**src/rtl/aes_stream_arbiter.sv**
```systemverilog
// rtl/aes_stream_arbiter.sv - two-requester packet arbiter in front of an AES controller
// Packets are granted whole; an ID FIFO of grant tags routes responses back in order.
module aes_stream_arbiter #(
  parameter int DATA_WIDTH    = 32,
  parameter int ID_FIFO_DEPTH = 4
) (
  input  logic                              aes_clk,
  input  logic                              aes_reset,
  input  logic [1:0]                        req_valid,
  input  logic [2*DATA_WIDTH-1:0]           req_data,
  input  logic [1:0]                        req_last,
  output logic [1:0]                        req_ready,
  output logic                              ctl_wren,
  output logic [DATA_WIDTH-1:0]             ctl_data,
  output logic                              ctl_tlast,
  input  logic                              ctl_busy,
  input  logic                              rsp_tvalid,
  input  logic [DATA_WIDTH-1:0]             rsp_tdata,
  input  logic                              rsp_tlast,
  output logic                              rsp_tready,
  output logic [1:0]                        out_tvalid,
  output logic [2*DATA_WIDTH-1:0]           out_tdata,
  output logic [1:0]                        out_tlast,
  input  logic [1:0]                        out_tready,
  output logic [$clog2(ID_FIFO_DEPTH):0]    pending_count
);

  localparam int PTR_W = $clog2(ID_FIFO_DEPTH);
  localparam int CNT_W = PTR_W + 1;

  typedef enum logic [1:0] {
    S_IDLE = 2'd0,
    S_PKT0 = 2'd1,
    S_PKT1 = 2'd2
  } state_e;

  state_e                   state_q;
  logic                     last_winner_q;

  logic [ID_FIFO_DEPTH-1:0] tag_mem_q, tag_mem_d;
  logic [PTR_W-1:0]         wr_ptr_q, wr_ptr_d;
  logic [PTR_W-1:0]         rd_ptr_q, rd_ptr_d;
  logic [CNT_W-1:0]         count_q, count_d;

  logic                     fifo_full;
  logic                     fifo_empty;
  logic                     grant_valid;
  logic                     grant_id;
  logic                     active;
  logic                     cur_id;
  logic                     xfer_last;
  logic                     head_id;
  logic                     push;
  logic                     pop;

  assign fifo_full  = (count_q == CNT_W'(ID_FIFO_DEPTH));
  assign fifo_empty = (count_q == '0);

  // On a tie the requester that did not win last time goes next.
  assign grant_valid = (state_q == S_IDLE) && !fifo_full && (|req_valid);
  assign grant_id    = (&req_valid) ? ~last_winner_q : req_valid[1];

  assign active = (state_q == S_PKT0) || (state_q == S_PKT1);
  assign cur_id = (state_q == S_PKT1);

  always_comb begin
    req_ready = 2'b00;
    ctl_wren  = 1'b0;
    ctl_data  = '0;
    ctl_tlast = 1'b0;
    if (active) begin
      req_ready[cur_id] = !ctl_busy;
      ctl_wren          = req_valid[cur_id] && !ctl_busy;
      ctl_data          = cur_id ? req_data[DATA_WIDTH +: DATA_WIDTH]
                                 : req_data[0 +: DATA_WIDTH];
      ctl_tlast         = req_last[cur_id];
    end
  end

  assign xfer_last = ctl_wren && req_last[cur_id];

  always_ff @(posedge aes_clk) begin
    if (aes_reset) begin
      state_q       <= S_IDLE;
      last_winner_q <= 1'b1;
    end else begin
      case (state_q)
        S_IDLE: begin
          if (grant_valid) begin
            state_q       <= grant_id ? S_PKT1 : S_PKT0;
            last_winner_q <= grant_id;
          end
        end
        S_PKT0, S_PKT1: begin
          if (xfer_last) state_q <= S_IDLE;
        end
        default: state_q <= S_IDLE;
      endcase
    end
  end

  assign head_id = tag_mem_q[rd_ptr_q];

  always_comb begin
    out_tvalid = 2'b00;
    out_tlast  = 2'b00;
    rsp_tready = 1'b0;
    if (!fifo_empty) begin
      out_tvalid[head_id] = rsp_tvalid;
      out_tlast[head_id]  = rsp_tlast;
      rsp_tready          = out_tready[head_id];
    end
  end

  assign out_tdata = {2{rsp_tdata}};

  assign push = grant_valid;
  assign pop  = rsp_tvalid && rsp_tready && rsp_tlast;

  // Pointers are exactly PTR_W bits wide, so they wrap modulo the depth.
  always_comb begin
    tag_mem_d = tag_mem_q;
    wr_ptr_d  = wr_ptr_q;
    rd_ptr_d  = rd_ptr_q;
    count_d   = count_q;
    if (push) begin
      tag_mem_d[wr_ptr_q] = grant_id;
      wr_ptr_d            = wr_ptr_q + 1'b1;
    end
    if (pop) begin
      rd_ptr_d = rd_ptr_q + 1'b1;
    end
    case ({push, pop})
      2'b10:   count_d = count_q + 1'b1;
      2'b01:   count_d = count_q - 1'b1;
      default: count_d = count_q;
    endcase
  end

  always_ff @(posedge aes_clk) begin
    if (aes_reset) begin
      tag_mem_q <= '0;
      wr_ptr_q  <= '0;
      rd_ptr_q  <= '0;
      count_q   <= '0;
    end else begin
      tag_mem_q <= tag_mem_d;
      wr_ptr_q  <= wr_ptr_d;
      rd_ptr_q  <= rd_ptr_d;
      count_q   <= count_d;
    end
  end

  assign pending_count = count_q;

  a_no_push_full: assert property (@(posedge aes_clk) disable iff (aes_reset)
    !(push && fifo_full));
  a_no_pop_empty: assert property (@(posedge aes_clk) disable iff (aes_reset)
    !(pop && fifo_empty));
  a_count_range: assert property (@(posedge aes_clk) disable iff (aes_reset)
    count_q <= CNT_W'(ID_FIFO_DEPTH));

endmodule

```
**config.mk**
```make
export PLATFORM = sky130hd
export DESIGN_NAME = aes_stream_arbiter
export DESIGN_NICKNAME = d
export VERILOG_FILES = /design/src/rtl/aes_stream_arbiter.sv
export SDC_FILE = /design/constraint.sdc
export NUM_CORES = 1
export LEC_CHECK = 0
export CORE_MARGIN = 4
export CORE_UTILIZATION = 29
export CTS_CLUSTER_DIAMETER = 80
export DETAILED_ROUTE_END_ITERATION = 6
export GPL_TIMING_DRIVEN = 0
export PLACE_DENSITY = 0.91
export SYNTH_ARGS = -nofsm -noshare
export SYNTH_HDL_FRONTEND = slang
export SYNTH_SLANG_ARGS = --single-unit
```
**constraint.sdc**
```tcl
create_clock -name aes_clk -period 3 [get_ports aes_clk]
set_input_delay 0.6 -clock aes_clk [delete_from_list [all_inputs] [get_ports aes_clk]]
set_output_delay 0.6 -clock aes_clk [all_outputs]
set_load 0.03 [all_outputs]
```
==> results.txt, run 1 <==
Max IR drop VDD: 0.263 mV
Synth top area share: 25.5%
Yosys Warn Count: 0
Area contributors post-synth: buf_4 25%, mux2i_1 21%, dfxtp_1 14%
Crit. End Element: output port
Die area: 8080 um2
Most numerous cell in the Yosys netlist: buf_4
Worst setup path class: flop to output port
Htree depth: 1
Cell count after synthesis: 238
Outcome: finished, final reports clean
Wire per inst: 14.5 um
Pin count of the biggest net entering global routing: 11
Fin area: 3930 um2
Fin crit period: 2.85 ns
Mean Syn Cell Area: 8.17 um2
First-pass GRT wire length: 11,500 um
Most used DFF post-synth: dfxtp_1
Clk_skew: 0.00117 ns
Worst r2r src: rd_ptr_q[1]
PwrDens: 575 nW/um2
Antenna Nets Post-Route: 0
Non-Filler Instances: 501
Final Util: 61.1%
Boundary Pins: 215
Synth top cells by count: 66 x buf_4, 41 x mux2i_1, 38 x nor2b_1
Worst slew margin: 59.2%
CTS Buf Count: 3
Placeable Area: 6420 um2
Routability cong.: 0.801
Vias/cell: 4.49
Total congestion overflow: 0
DP Area: 3860 um2
Clock-pin slew on the worst setup and hold paths: 0.06 ns
Syn nets: 353
Period utilization: 95.0%
Vias: 2,250
Placed Cells: 497
Root buf cell: clkbuf_8
P&R area growth vs syn: 102%
Port buffer count: 182
Mapped Area: 1940 um2
Final setup fails: 0
Starting density of the core: 30.3%
1st-pass router iterations: 4
#FFs+latches synth: 14
DRC viols: 0
Setup_tns: 0 ns
CP Launch Point: state_q[0]
CTS tree: done
Horiz. Die Dim: 89.9 um
Crit path DAT: 2.25 ns
Detailed Place HPWL: 6570 um
Initial detailed-routing violation count: 107
Die Y: 89.9 um
Post-synth EDFFs: 0
Detailed Route WL: 7280 um
Post-synth ARST share: 0%
Number of global-route vias before repair: 2,334
Max-slew violation count: 0
Dominant cell type by area after synthesis: buf_4
Worst Hold Class: flop to flop
Ant. Diodes: 0
Worst EP required: 2.40 ns
Reg2reg setup slack: 0.44 ns
Initial antenna violation count: 0
Worst-Margin Slew: 0.608 ns
Crit start category: flop
RSZ-0062 raised after global routing: no
Clock buffer depth: 2
Layout cells sized above 1: 20.0%
Maxcap violations: 0
Final hold viol count: 0
Critical path fanouts, max: 10
Rows: 29
Total clock sinks: 14
GRT Util Overall: 17.0%
Leakage: 1.63 nW
Later-pin clock latency in the skew report: 0.25 ns
Synth cell types: 31
Register-to-Register Path Depth: 10
CP Capture Point: ctl_data[19]
Maximum clock rate: 0.351 GHz
Capturing point of the worst reg2reg path: pending_count[2]
Worst Hold Depth: 1
Post-synthesis sequential area ratio: 14.4%
Final #Nets: 540
[placed cells by master, fill, tap and decap left out, types with 2 or more instances in the layout]
cell type and n:
a21oi_1 7, nor2_1 14, nor3b_1 3, xor2_1 2, nand2b_1 5, nand2_1 3, mux2i_1 41, ha_1 7
a31o_2 4, buf_4 66, o21ai_0 2, clkdlybuf4s50_1 179, clkbuf_2 3, dfxtp_1 14, nor2b_1 38, dlymetal6s2s_1 2
buf_2 3, inv_1 10, clkbuf_8 4
[repair_timing]
action | CTS | global route
resized for setup | 1 | 8
setup buffers | 0 | 0
hold buffers | 0 | 0
endpoints found under the setup margin | 1 | 21
[through the flow]
stage	worst slack (ns)	power (mW)	hold WS, ns
final	0.150	2.26	0.458
after global routing	0.000285	2.40	0.487
after CTS	0.0425	2.28	0.465
after detailed placement	0.120	2.08	0.451
after global placement	0.174	2.04	0.437
after floorplan	0.632	1.39	0.425
[worst min-delay path by stage]
| stage | startpoint | end | slack, ns |
|---|---|---|---|
| after floorplan | state_q[0] | state_q[0] | 0.42 |
| after global placement | state_q[0] | state_q[0] | 0.44 |
| after detailed placement | state_q[0] | state_q[0] | 0.45 |
| after CTS | state_q[0] | state_q[0] | 0.46 |
| after global routing | state_q[0] | state_q[0] | 0.49 |
| final | state_q[0] | state_q[0] | 0.46 |
[worst max-delay path, stage by stage, from the launching register on]
cell,delay (ns)
dfxtp_1,0.31
inv_1,0.07
ha_1,0.14
buf_4,0.18
buf_2,0.31
mux2i_1,0.13
nor2b_1,0.15
clkdlybuf4s50_1,0.70
[cell type report]
| cell class | instances | area [um2] |
|---|---|---|
| Fill cell | 539 | 2500 |
| Sequential cell | 14 | 280 |
| Inverter | 10 | 37.5 |
| Tap cell | 77 | 96.3 |
| Buffer | 73 | 529 |
| Timing Repair Buffer | 182 | 1830 |
| Multi-Input combinational cell | 141 | 1100 |
| Clock buffer | 4 | 55.1 |
[cell families (layout without fill, tap and decap cells)]
kind of cell	count (synthesis)	in the layout	synth area share [%]
xor+xnor	3	3	1.35
compound gates	19	19	7.08
buf+inv	83	269	29.0
fa+ha+maj	8	8	5.53
simple gates	69	69	21.0
mux	42	42	21.7
flops	14	14	14.4
[power breakdown]
part	total, mW	internal, mW	leakage (nW)	switching, mW
sequential	0.283	0.235	0.115	0.0481
clock	0.186	0.116	0.0288	0.0696
combinational	1.79	0.826	1.49	0.962
total	2.26	1.18	1.63	1.08
[layer usage]
metal / routed length (um) / share of wire [%] / up-vias / global-route usage (%)
met5: 0 / 0 / - / 0
met2: 4020 / 55 / 113 / 34.4
met3: 643 / 8.8 / 9 / 4.42
met1: 2510 / 35 / 1039 / 17.4
li1: - / - / 1089 / -
met4: 97 / 1.3 / 0 / 2.93
[registers in the layout, summed over array words and instances (netlist names)]
name	count
tag_mem_q	4
pending_count	3
rd_ptr_q	2
state_q	2
wr_ptr_q	2
last_winner_q	1
Note: power is estimated with default switching activity, not from simulation.
==> run 2: changes to the inputs <==
Settings changed: CAP_MARGIN set to 40.
==> results of run 2 <==
No change in the layout: final DEF, timing and power equal those of run 1.
==> run 3: changes to the inputs <==
Settings changed: ABC_AREA set to 1, CORE_UTILIZATION 29 to 28, PLACE_DENSITY 0.91 to 0.9.
==> results.txt, run 3 <==
Clock-pin slew on the worst setup and hold paths: 0.06 ns
Hold path startpoint: tag_mem_q[1]
Worst EP required: 2.40 ns
Most crowded layer after global routing: met2
Crit. End Element: output port
Reg2reg setup slack: 0.82 ns
Final #Nets: 599
Most numerous cell in the Yosys netlist: nor2_1
Period utilization: 96.0%
Syn nets: 413
Most frequent cells in the layout: 166 x clkdlybuf4s50_1, 72 x nor2_1, 64 x buf_4, 39 x o21ai_0, 21 x nand2_1
Synth cell types: 25
Leakage: 1.92 nW
GRT Util Overall: 17.8%
Horiz. Die Dim: 89.5 um
Ant. Diodes: 0
CP Cell Sequence: inv_1 > ha_1 > buf_6 > inv_1 > buf_2 > nor2_1 > nor2_1 > clkdlybuf4s50_1
Final hold viol count: 0
WHS: 0.480 ns
Total clock sinks: 14
Max IR drop VDD: 0.456 mV
Vias: 2,463
Critical path fanouts, max: 10
Capturing point of the worst reg2reg path: pending_count[2]
Worst Hold Depth: 2
Commonest non-fill, non-tap cell in the layout: clkdlybuf4s50_1
Crit path DAT: 2.28 ns
Antenna Nets Post-Route: 0
Post-synth ARST share: 0%
Fin crit period: 2.88 ns
Total congestion overflow: 0
PwrDens: 582 nW/um2
Post-synthesis sequential area ratio: 15.1%
P&R area growth vs syn: 107%
Pin count of the biggest net entering global routing: 11
Maximum clock rate: 0.347 GHz
Crit start category: flop
Worst Hold Class: flop to flop
Top reg by flops: tag_mem_q
Clock buffer depth: 2
Detailed Place HPWL: 7150 um
Dominant cell type by area after synthesis: buf_4
Routability cong.: 0.824
First-pass GRT wire length: 11,200 um
Most used DFF post-synth: dfxtp_1
Largest register FFs: 4
Initial antenna violation count: 0
Mapped Area: 1860 um2
Worst slew margin: 74.8%
Root buf cell: clkbuf_8
1st-pass router iterations: 5
Port buffer count: 181
Crit path buffers/inverters: 5
CTS Buf Count: 3
Rows: 29
Met3 Track Usage GR: 2.95%
Met1 GRT Util: 17.9%
Placeable Area: 6390 um2
Outcome: finished, final reports clean
Wire per inst: 14.5 um
Met2 Use GR: 37.4%
Layout cells sized above 1: 20.5%
Cell count after synthesis: 298
Final setup fails: 0
Delay-heaviest family, CP: buffers and inverters
Number of global-route vias before repair: 2,242
Register-to-Register Path Depth: 13
Worst r2r src: pending_count[1]
Worst setup path class: flop to output port
Clk_skew: 0.00198 ns
Worst-Margin Slew: 0.378 ns
CP max stage cell: clkdlybuf4s50_1
Htree depth: 1
CTS tree: done
Yosys Warn Count: 0
Detailed Route WL: 8120 um
Die Y: 89.5 um
CP max stage delay: 0.69 ns
Starting density of the core: 29.1%
Vias/cell: 4.41
Mean Syn Cell Area: 6.24 um2
DRC viols: 0
Synth top area share: 25.8%
Maxcap violations: 0
Post-synth EDFFs: 0
Die area: 8010 um2
RSZ-0062 raised after global routing: no
Setup_tns: 0 ns
#FFs+latches synth: 14
Hold Path Sink: tag_mem_q[1]
Later-pin clock latency in the skew report: 0.24 ns
Area contributors post-synth: buf_4 26%, dfxtp_1 15%, nor2_1 15%
Synth top cells by count: 72 x nor2_1, 64 x buf_4, 39 x o21ai_0
Boundary Pins: 215
Max-slew violation count: 0
Initial detailed-routing violation count: 54
[run 3: how the worst max path moves through the flow]
stage / from / to / slack, ns / cells after the start
2_1_floorplan: pending_count[0] / pending_count[2] / 0.83 / 13
3_3_place_gp: req_valid[1] / ctl_wren / 0.18 / 5
3_5_place_dp: req_valid[1] / ctl_wren / 0.16 / 5
4_1_cts: state_q[0] / ctl_data[25] / 0.06 / 8
5_1_grt: state_q[0] / ctl_data[28] / 0.005 / 8
6_report: state_q[0] / ctl_data[24] / 0.12 / 8
[run 3: cell type report]
| class | count | area [um2] |
|---|---|---|
| repair buffers | 181 | 1850 |
| multi-input cells | 183 | 943 |
| plain buffers | 75 | 544 |
| inverters | 26 | 97.6 |
| fillers | 565 | 2530 |
| clock buffers | 3 | 41.3 |
| well taps | 77 | 96.3 |
| flip-flops and latches | 14 | 280 |
[run 3: stage by stage]
stage | instance area, um2 | util [%] | setup WS (ns) | total power [mW] | instances
global route | 3850 | 60.3 | 0.00466 | 2.40 | 559
detailed placement | 3770 | 59.0 | 0.164 | 2.10 | 556
finish | 3850 | 60.3 | 0.119 | 2.24 | 559
CTS | 3810 | 59.7 | 0.0603 | 2.27 | 559
floorplan | 1860 | - | 0.827 | 1.37 | 298
global placement | 3770 | 59.0 | 0.180 | 2.06 | 556
[run 3: worst reg2reg max path, stage by stage, from the launching register on]
cell and delay [ns]:
dfxtp_1 0.37, inv_2 0.07, nand3_1 0.10, nand2_1 0.10, nor2_1 0.18, nand3_2 0.13, inv_1 0.07, ha_1 0.13
inv_1 0.07, fa_1 0.39, a21oi_1 0.15, o21ai_0 0.11, o21ai_0 0.16, a21oi_1 0.06
[run 3: kinds of logic after synthesis]
family                   Yosys count  synth area share, %
flip-flops                        14                 15.1
buffers and inverters            101                 34.3
XOR/XNOR                           1                0.471
adder cells (fa/ha/maj)            8                 5.79
AO/OA/AOI/OAI                     58                 17.3
AND/OR/NAND/NOR                  116                 27.1
[run 3: metal layers]
metal	wire, um	part of all wire (%)
met5	0	0
met4	97	1.2
met3	676	8.3
met2	4660	57
met1	2690	33
[run 3: power by group]
group | leakage, nW | switching (mW) | internal, mW
clock network | 0.0216 | 0.0630 | 0.0887
registers | 0.115 | 0.0409 | 0.235
logic | 1.79 | 1.07 | 0.744
[run 3: repair_timing]
action                     CTS  global route
hold buffers                 0             0
gates cloned                 0             0
buffers inserted             0             0
hold endpoints to repair     0             0
setup endpoints to repair   20            28
resized for setup            3            16
